### config.mk
export PLATFORM = sky130hd
export DESIGN_NAME = count_compare_seq
export DESIGN_NICKNAME = d
export VERILOG_FILES = /design/src/rtl/count_compare_seq.sv
export SDC_FILE = /design/constraint.sdc
export NUM_CORES = 1
export LEC_CHECK = 0
export BUFFER_PORTS_ARGS = -buffer_cell sky130_fd_sc_hd__buf_2
export CAP_MARGIN = 20
export CORE_MARGIN = 1.5
export CORE_UTILIZATION = 55
export CTS_CLUSTER_DIAMETER = 50
export DETAILED_ROUTE_END_ITERATION = 10
export GPL_ROUTABILITY_DRIVEN = 0
export PLACE_DENSITY_LB_ADDON = 0.05
export SKIP_LAST_GASP = 1
export SYNTH_ARGS = -nofsm -noshare
export SYNTH_HDL_FRONTEND = slang
export SYNTH_SLANG_ARGS = --single-unit
### constraint.sdc
create_clock -name clk -period 5.1 [get_ports clk]
set_clock_uncertainty 0.1 [all_clocks]
set_input_delay 0.765 -clock clk [delete_from_list [all_inputs] [get_ports clk]]
set_output_delay 0.765 -clock clk [all_outputs]
set_load 0.01 [all_outputs]
### src/rtl/count_compare_seq.sv
// Count/compare sequencer: walks a programmable table of compare values with one up-counter,
// pulsing step_pulse per entry and done after the last. Optional replay mode via CCS_LOOP_EN.
module count_compare_seq #(
  parameter  int NBITS = 8,
  parameter  int DEPTH = 4,
  localparam int IDXW  = $clog2(DEPTH)
) (
  input  logic             clk,
  input  logic             rst,
  input  logic             wr_en,
  input  logic [IDXW-1:0]  wr_addr,
  input  logic [NBITS-1:0] wr_data,
  input  logic [IDXW:0]    len,
  input  logic             start,
  input  logic             abort,
`ifdef CCS_LOOP_EN
  input  logic             loop,
`endif
  output logic             busy,
  output logic [NBITS-1:0] count,
  output logic             step_pulse,
  output logic [IDXW-1:0]  match_idx,
  output logic             done
);

  typedef enum logic [1:0] {
    S_IDLE = 2'd0,
    S_RUN  = 2'd1,
    S_DONE = 2'd2
  } state_e;

  localparam logic [IDXW:0] DEPTH_L = (IDXW+1)'(DEPTH);
  localparam logic [IDXW:0] ONE_L   = (IDXW+1)'(1);

  state_e           state_q, state_d;
  logic [NBITS-1:0] table_q [DEPTH];
  logic [NBITS-1:0] table_d [DEPTH];
  logic [NBITS-1:0] count_q, count_d;
  logic [IDXW-1:0]  idx_q, idx_d;
  logic [IDXW-1:0]  match_idx_q, match_idx_d;
  logic [IDXW:0]    len_q, len_d;
  logic             busy_q, busy_d;
  logic             step_pulse_q, step_pulse_d;
  logic             done_q, done_d;
  logic [IDXW:0]    len_clip_s;
  logic             hit_s;
  logic             last_s;
  logic             replay_s;

`ifdef CCS_LOOP_EN
  logic             loop_q, loop_d;
  assign replay_s = loop_q;
`else
  assign replay_s = 1'b0;
`endif

  assign len_clip_s = (len > DEPTH_L) ? DEPTH_L : len;
  assign hit_s      = (count_q == table_q[idx_q]);
  assign last_s     = ({1'b0, idx_q} == (len_q - ONE_L));

  // Next-state and next-output computation for the sequencer
  always_comb begin
    state_d      = state_q;
    table_d      = table_q;
    count_d      = count_q;
    idx_d        = idx_q;
    match_idx_d  = match_idx_q;
    len_d        = len_q;
    busy_d       = busy_q;
    step_pulse_d = 1'b0;
    done_d       = 1'b0;
`ifdef CCS_LOOP_EN
    loop_d       = loop_q;
`endif
    case (state_q)
      S_IDLE: begin
        if (wr_en) begin
          table_d[wr_addr] = wr_data;
        end else begin
          table_d = table_q;
        end
        if (start && !abort) begin
          len_d   = len_clip_s;
          idx_d   = '0;
          count_d = '0;
`ifdef CCS_LOOP_EN
          loop_d  = loop;
`endif
          // A zero-length request skips RUN and reports completion immediately
          if (len_clip_s != '0) begin
            state_d = S_RUN;
            busy_d  = 1'b1;
          end else begin
            state_d = S_DONE;
            busy_d  = 1'b0;
            done_d  = 1'b1;
          end
        end else begin
          busy_d = 1'b0;
        end
      end
      S_RUN: begin
        if (abort) begin
          state_d = S_IDLE;
          count_d = '0;
          idx_d   = '0;
          busy_d  = 1'b0;
        end else if (hit_s) begin
          count_d      = '0;
          step_pulse_d = 1'b1;
          match_idx_d  = idx_q;
          if (last_s) begin
            idx_d  = '0;
            done_d = 1'b1;
            // In replay mode the table restarts and the sequencer stays busy
            if (replay_s) begin
              state_d = S_RUN;
              busy_d  = 1'b1;
            end else begin
              state_d = S_DONE;
              busy_d  = 1'b0;
            end
          end else begin
            idx_d = idx_q + {{(IDXW-1){1'b0}}, 1'b1};
          end
        end else begin
          count_d = count_q + {{(NBITS-1){1'b0}}, 1'b1};
        end
      end
      S_DONE: begin
        state_d = S_IDLE;
        busy_d  = 1'b0;
      end
      default: begin
        state_d = S_IDLE;
        count_d = '0;
        idx_d   = '0;
        busy_d  = 1'b0;
      end
    endcase
  end

  // State, table and registered outputs
  always_ff @(posedge clk) begin
    if (rst) begin
      state_q      <= S_IDLE;
      for (int i = 0; i < DEPTH; i++) begin
        table_q[i] <= '0;
      end
      count_q      <= '0;
      idx_q        <= '0;
      match_idx_q  <= '0;
      len_q        <= '0;
      busy_q       <= 1'b0;
      step_pulse_q <= 1'b0;
      done_q       <= 1'b0;
`ifdef CCS_LOOP_EN
      loop_q       <= 1'b0;
`endif
    end else begin
      state_q      <= state_d;
      table_q      <= table_d;
      count_q      <= count_d;
      idx_q        <= idx_d;
      match_idx_q  <= match_idx_d;
      len_q        <= len_d;
      busy_q       <= busy_d;
      step_pulse_q <= step_pulse_d;
      done_q       <= done_d;
`ifdef CCS_LOOP_EN
      loop_q       <= loop_d;
`endif
    end
  end

  assign busy       = busy_q;
  assign count      = count_q;
  assign step_pulse = step_pulse_q;
  assign match_idx  = match_idx_q;
  assign done       = done_q;

endmodule

After elaboration in Yosys (flattened, before gate mapping)
Cells that the tools add are included.
{"block": "word_totals", "ff_bits": 52, "inputBits": 18, "out_inout_bits": 13, "wordCells": 79}
{"block": "op_classes", "addsub": 3, "order_cmp": 4, "n_eq_ne": 7, "mux": 35, "bitwise": 5, "reduce_logical": 13}
{"cell": "8-bit 2-to-1 mux", "count": 6}
{"cell": "32-bit bitwise mux", "count": 1}
{"cell": "8-bit case mux with 3 select lines", "count": 1}
{"cell": "2-bit 2-to-1 mux", "count": 9}
{"cell": "8-bit binary-select mux with 2-bit select", "count": 1}
{"cell": "8-bit demux with 2-bit select", "count": 1}
{"cell": "1-bit 2-to-1 mux", "count": 11}
{"cell": "3-bit AND reduction", "count": 3}
{"cell": "8-bit by 1-bit adder with 8-bit output (second input constant)", "count": 1}
{"cell": "8-bit == test", "count": 1}
{"cell": "2-bit AND reduction", "count": 4}
{"cell": "3-bit >= comparator (second input constant)", "count": 2}
{"cell": "3-bit != test (second input constant)", "count": 2}
{"cell": "2-bit inverter with 3-bit output", "count": 2}
{"cell": "2-bit case mux with 3 select lines", "count": 1}
{"cell": "1-bit case mux with 2 select lines", "count": 2}
{"cell": "2-bit case mux with 2 select lines", "count": 1}
{"cell": "2-bit by 3-bit == test with 1-bit output", "count": 1}
{"cell": "3-bit > comparator (second input constant)", "count": 1}
{"cell": "3-bit by 1-bit < comparator with 1-bit output (second input constant)", "count": 1}
{"cell": "3-bit 2-to-1 mux", "count": 1}
{"cell": "1-bit inverter", "count": 3}
{"cell": "3-bit nonzero test", "count": 1}
{"cell": "3-bit OR reduction", "count": 1}
{"cell": "other kinds (8)", "count": 9}

Logic depth before layout (Yosys ltp)
{"block": "logic_depth", "word_depth": 8, "ltp_mapped": 7, "ltp_nobuf": 7}

Worst setup path after synthesis
No wires, ideal clock.
{"block": "synth_timing", "kind": "flip-flop to flip-flop", "start": "register idx_q[0]", "end": "register match_idx_q[1], in the netlist match_idx[1]", "setup_ns": 0.121, "arrival_time_ns": 1.975, "required_ns": 4.879, "setup_slack_ns": 2.904, "path_stages_with_launch": 8, "path_buffers": 2, "synth_period_minus_slack_ns": 2.196, "cell_sequence": "dfxtp_1 -> buf_6 -> mux4_2 -> xnor2_1 -> and4_4 -> buf_6 -> nand3_2 -> mux2_4"}
{"block": "synth_via", "elab_chain_len": 6}
{"item": "from (decl)", "line_no": "39", "source": "logic [IDXW-1:0] idx_q, idx_d;"}
{"item": "from (signal assigned)", "line_no": "164", "source": "idx_q <= idx_d;"}
{"item": "2-bit inverter with 3-bit output (implied by the code)", "line_no": "58", "source": "assign hit_s = (count_q == table_q[idx_q]);"}
{"item": "8-bit binary-select mux with 2-bit select", "line_no": "58"}
{"item": "8-bit 2-to-1 mux (implied by the code) (2 in series)", "line_no": "58"}
{"item": "8-bit == test", "line_no": "58"}
{"item": "3-bit AND reduction (no source line)"}
{"item": "to (signal assigned)", "line_no": "165", "source": "match_idx_q <= match_idx_d;"}
{"item": "to (decl)", "line_no": "40", "source": "logic [IDXW-1:0] match_idx_q, match_idx_d;"}
Every way passes these cells. The select of a mux whose other input is x is not followed.
A chain may end at the register's enable or synchronous reset.

Worst setup path after layout
{"block": "layout_timing", "start": "register idx_q[0]", "end": "register count_q[7], in the netlist count[7]"}
{"block": "layout_via", "elab_chain_len": 8}
{"item": "2-bit inverter with 3-bit output (implied by the code)", "line_no": "58"}
{"item": "8-bit binary-select mux with 2-bit select", "line_no": "58"}
{"item": "8-bit 2-to-1 mux (implied by the code) (2 in series)", "line_no": "58"}
{"item": "8-bit == test", "line_no": "58"}
{"item": "8-bit 2-to-1 mux", "line_no": "108", "source": "end else if (hit_s) begin"}
{"item": "8-bit 2-to-1 mux", "line_no": "103", "source": "if (abort) begin"}
{"item": "8-bit case mux with 3 select lines", "line_no": "75", "source": "case (state_q)"}
{"item": "to (signal assigned)", "line_no": "163", "source": "count_q <= count_d;"}
{"item": "to (decl)", "line_no": "38", "source": "logic [NBITS-1:0] count_q, count_d;"}
Every way passes these cells. The select of a mux whose other input is x is not followed.

==> impl.org <==
** Clocking
- Clock tree buffer depth :: 2
- CTS saw 52 sinks.
- Number of levels the H-tree was split into :: 2
- In this run the clock root is driven by a sky130_fd_sc_hd__clkbuf_8.
- At the later pin of the worst-skew pair, clock insertion delay measures 0.30 ns.
- Clk pin slew, worst setup/hold paths :: 0.09 ns
- TritonCTS clock tree :: done
- Total CTS buffers :: 5
- In this run, post-CTS repair resized a total of 0 instances.
- Post CTS Setup Buffer Count :: 0
- For this design, the CTS-stage hold fixing added 0 buffers.

** Placement
- During placement, the flow inserted port buffers numbering 30.
- Post-detail-place hpwl :: 3370 µm
- Summing all placed instances gives a cell area of between 2000 and 3000 µm².

** Synthesis
- Counting flops with an async set or reset pin after synthesis yields a share of 0.
- Yosys attributes the largest share of cell area to sky130_fd_sc_hd__dfxtp_1 (42%), sky130_fd_sc_hd__mux2i_1 (13%), sky130_fd_sc_hd__nor2_1 (5.5%).
- Post-synthesis instance area :: 2460 µm²
- Yosys top cell by area :: sky130_fd_sc_hd__dfxtp_1
- Synthesis produced a netlist with a net count of around 270.
- Sequential share of the synthesized area :: 0.424
- Of the post-synthesis cell area, the dominant cell type holds 0.424.
- Average cell area after synthesis :: 9.99 µm²
- Register bit total from synthesis :: 52
- Unique masters post-synth :: 44
- Ys Warns :: 0
- The most used flip-flop cell after synthesis is sky130_fd_sc_hd__dfxtp_1.
- Synthesis produced 246 cells.
- Number of enable flip-flop cells after synthesis :: 0

** Power
- The analysis attributes to net switching a power of 0.000176 W.
- Dividing total power by cell area gives a power density of ~270 nW/µm².
- Power Internal :: 0.000542 W
- Sequential fraction of design power :: 0.591
- Worst vdd rail ir drop :: 0.000227 V
- Switching share of power :: 0.245
- Logic gate share of total power :: 0.105
- Clock power share :: 0.304
- P_leak :: between 1 and 1.5 nW

** Run status
- The run finished with clean final reports.

** Route
- In this run, the number of DRC markers left after iteration 0 of detailed routing was 227.
- Wire per inst :: 15.2 µm
- Summing over every cut layer, the via total after detailed routing is 1864.
- Total length of routed wires :: 4920 µm
- Iteration count of the initial detailed-routing pass :: 4
- Number of remaining DRC errors :: 0
- Once detail routing completed, the nets flagged for antenna violations numbered 0.
- After detailed routing, the number of vias per cell comes to about 5.8.

** STA
- Final-report hold violation count :: 0
- Accumulated negative setup slack :: 0 ns
- Setup repair after global routing left no endpoint under its margin.
- Timing-limited maximum frequency :: about 370 MHz
- Final setup violation count :: 0
- At the pin with the least slew margin, the transition time is roughly 0.95 ns.
- The worst pin sits at a relative slew slack of 0.364.
- Slew Limit Fails :: 0
- Of the available clock period, the critical path in the final layout requires 0.530.
- The worst path needs 2.70 ns of the cycle, external delays included.

** Finish
- Share of final-layout standard cells stronger than drive strength 1 :: 0.180
- Count of inserted antenna diode cells :: 0
- Area added between synthesis and finish :: 9.67%
- With fillers left out, the area of the finished cells amounts to about 2700 µm².
- Number of nets at the end of the flow :: 292

** Critical path
- STA puts the critical path data required time at 5.14 ns.
- For the worst setup path, the data arrival time is between 2 and 3 ns.
- Crit path kind :: flip-flop to flip-flop
- Peak fanout along the critical path :: 13
- Sort of element at the end of the critical path :: flip-flop
- Crit path max-delay cell type :: sky130_fd_sc_hd__dfxtp_1
- Cell breakdown of the critical path :: mux4_1 > xnor2_1 > nand4_1 > o21ai_1 > a211oi_1
- Largest stage delay, worst path :: 0.79 ns
- STA classifies the critical path startpoint as a flip-flop.

** GRT
- Wire length of the first global-routing pass :: about 8400 µm
- Maximum number of pins on one net before global-route repair :: 55
- Vias in the first global route :: about 1700
- Total global-route track usage :: 0.215
- Initial antenna violation count :: 0
- Overflow left after global routing :: 0

** Floorplan
- Pin placement for this block handled 31 I/O pins.
- The die is 69.8 µm wide.
- Initial Util :: 0.568
- Vert. Die Dim :: roughly 70 µm
- Placeable core region :: 4320 µm²
- The die covers ~5000 µm².
- In this run the core area contains 24 standard-cell rows.

** Run
- Across the run, the number of max-cap violations was 0.

** Worst hold path
- Worst hold-check path type :: flip-flop to flip-flop
layout make-up:
class | instances | area (µm²)
well taps | 52 | 65.1
multi-input cells | 178 | 1340
inverters | 4 | 15.0
repair buffers | 31 | 158
clock inverters | 1 | 5.00
flip-flops and latches | 52 | 1040
fillers | 392 | 1630
clock buffers | 6 | 72.6
final timing paths:
check	startpoint	to	slack, ns	cells after the start
max	idx_q[0]$_SDFFE_PP0P_	count[7]$_SDFFE_PP0P_	2.40	5
max reg2reg	idx_q[0]$_SDFFE_PP0P_	count[7]$_SDFFE_PP0P_	2.40	5
min reg2reg	busy$_SDFFE_PP0P_	busy$_SDFFE_PP0P_	0.36	2
min	busy$_SDFFE_PP0P_	busy$_SDFFE_PP0P_	0.36	2
registers in the layout (all words and copies together), names as in the netlist:
name	cells
done	1
count	8
busy	1
table_q	32
match_idx	2
state_q	2
step_pulse	1
len_q	3
idx_q	2
worst max-delay path: cells and delay by family, from the launching register on:
kind	cells	cell delay, ns
compound gates	2	0.50
xor+xnor	1	0.19
flops	1	0.79
mux	1	0.67
simple gates	1	0.30
synthesized netlist by cell type, types with 3 or more instances:
master                     instances
sky130_fd_sc_hd__nand3b_1          4
sky130_fd_sc_hd__xnor2_1          11
sky130_fd_sc_hd__o211ai_1          3
sky130_fd_sc_hd__inv_1             4
sky130_fd_sc_hd__nand2_1          13
sky130_fd_sc_hd__nand2b_1          4
sky130_fd_sc_hd__nor2_1           36
sky130_fd_sc_hd__nor3_1            9
sky130_fd_sc_hd__dfxtp_1          52
sky130_fd_sc_hd__nand4_1           6
sky130_fd_sc_hd__o21ai_0           6
sky130_fd_sc_hd__a21oi_1           6
sky130_fd_sc_hd__mux4_2            5
sky130_fd_sc_hd__xor2_1            3
sky130_fd_sc_hd__nor4b_1           3
sky130_fd_sc_hd__mux4_1            3
sky130_fd_sc_hd__nand3_1           3
sky130_fd_sc_hd__mux2i_1          33
sky130_fd_sc_hd__a211oi_1          3
sky130_fd_sc_hd__clkbuf_1          6
layout by cell type (no fill, tap or decap), drive strengths merged, types with 3 or more instances in the layout:
cell     n
a21oi    6
nand2b   4
nand2   13
a211oi   3
nand3    4
nor3b    3
nor3    10
nand3b   4
nand4    6
dfxtp   52
nor2    36
and3     3
inv      4
clkbuf   6
mux4     8
o211ai   3
buf     31
xnor2   11
o21ai    7
xor2     3
nor4b    3
mux2i   33
cell families (layout without fill, tap and decap cells):
| group | Yosys count | in the layout | synth area share |
|---|---|---|---|
| fa+ha+maj | 2 | 2 | 0.0102 |
| buf+inv | 16 | 42 | 0.0316 |
| mux | 42 | 42 | 0.218 |
| compound gates | 25 | 25 | 0.0636 |
| xor+xnor | 14 | 14 | 0.0499 |
| flops | 52 | 52 | 0.424 |
| simple gates | 95 | 95 | 0.203 |
routing by layer:
layer,vias to the layer above,share of wire,GRT usage
li1,941,-,-
met1,881,0.49,0.299
met2,38,0.46,0.337
met3,4,0.040,0.0494
met4,0,0.0087,0.0641
met5,-,0,0
through the flow:
| stage | total power (W) | hold slack [ns] | instances | worst slack [ns] | util |
|---|---|---|---|---|---|
| after floorplan | 0.000488 | 0.332 | 246 | 2.90 | - |
| after detailed placement | 0.000509 | 0.351 | 317 | 2.42 | 0.605 |
| after global placement | 0.000508 | 0.353 | 317 | 2.50 | 0.605 |
| after CTS | 0.000726 | 0.365 | 324 | 2.40 | 0.623 |
| after global routing | 0.000753 | 0.399 | 324 | 2.14 | 0.623 |
| final | 0.000717 | 0.361 | 324 | 2.40 | 0.623 |
power groups by stage:
| stage | Sequential, W | Combinational [W] | Clock, W |
|---|---|---|---|
| detailed placement | 0.000434 | 0.0000753 | 0 |
| global route | 0.000426 | 0.0000830 | 0.000244 |
| finish | 0.000424 | 0.0000756 | 0.000218 |
| CTS | 0.000424 | 0.0000756 | 0.000226 |
| global placement | 0.000433 | 0.0000744 | 0 |
| floorplan | 0.000431 | 0.0000572 | 0 |
(Power assumes the default switching activity.)
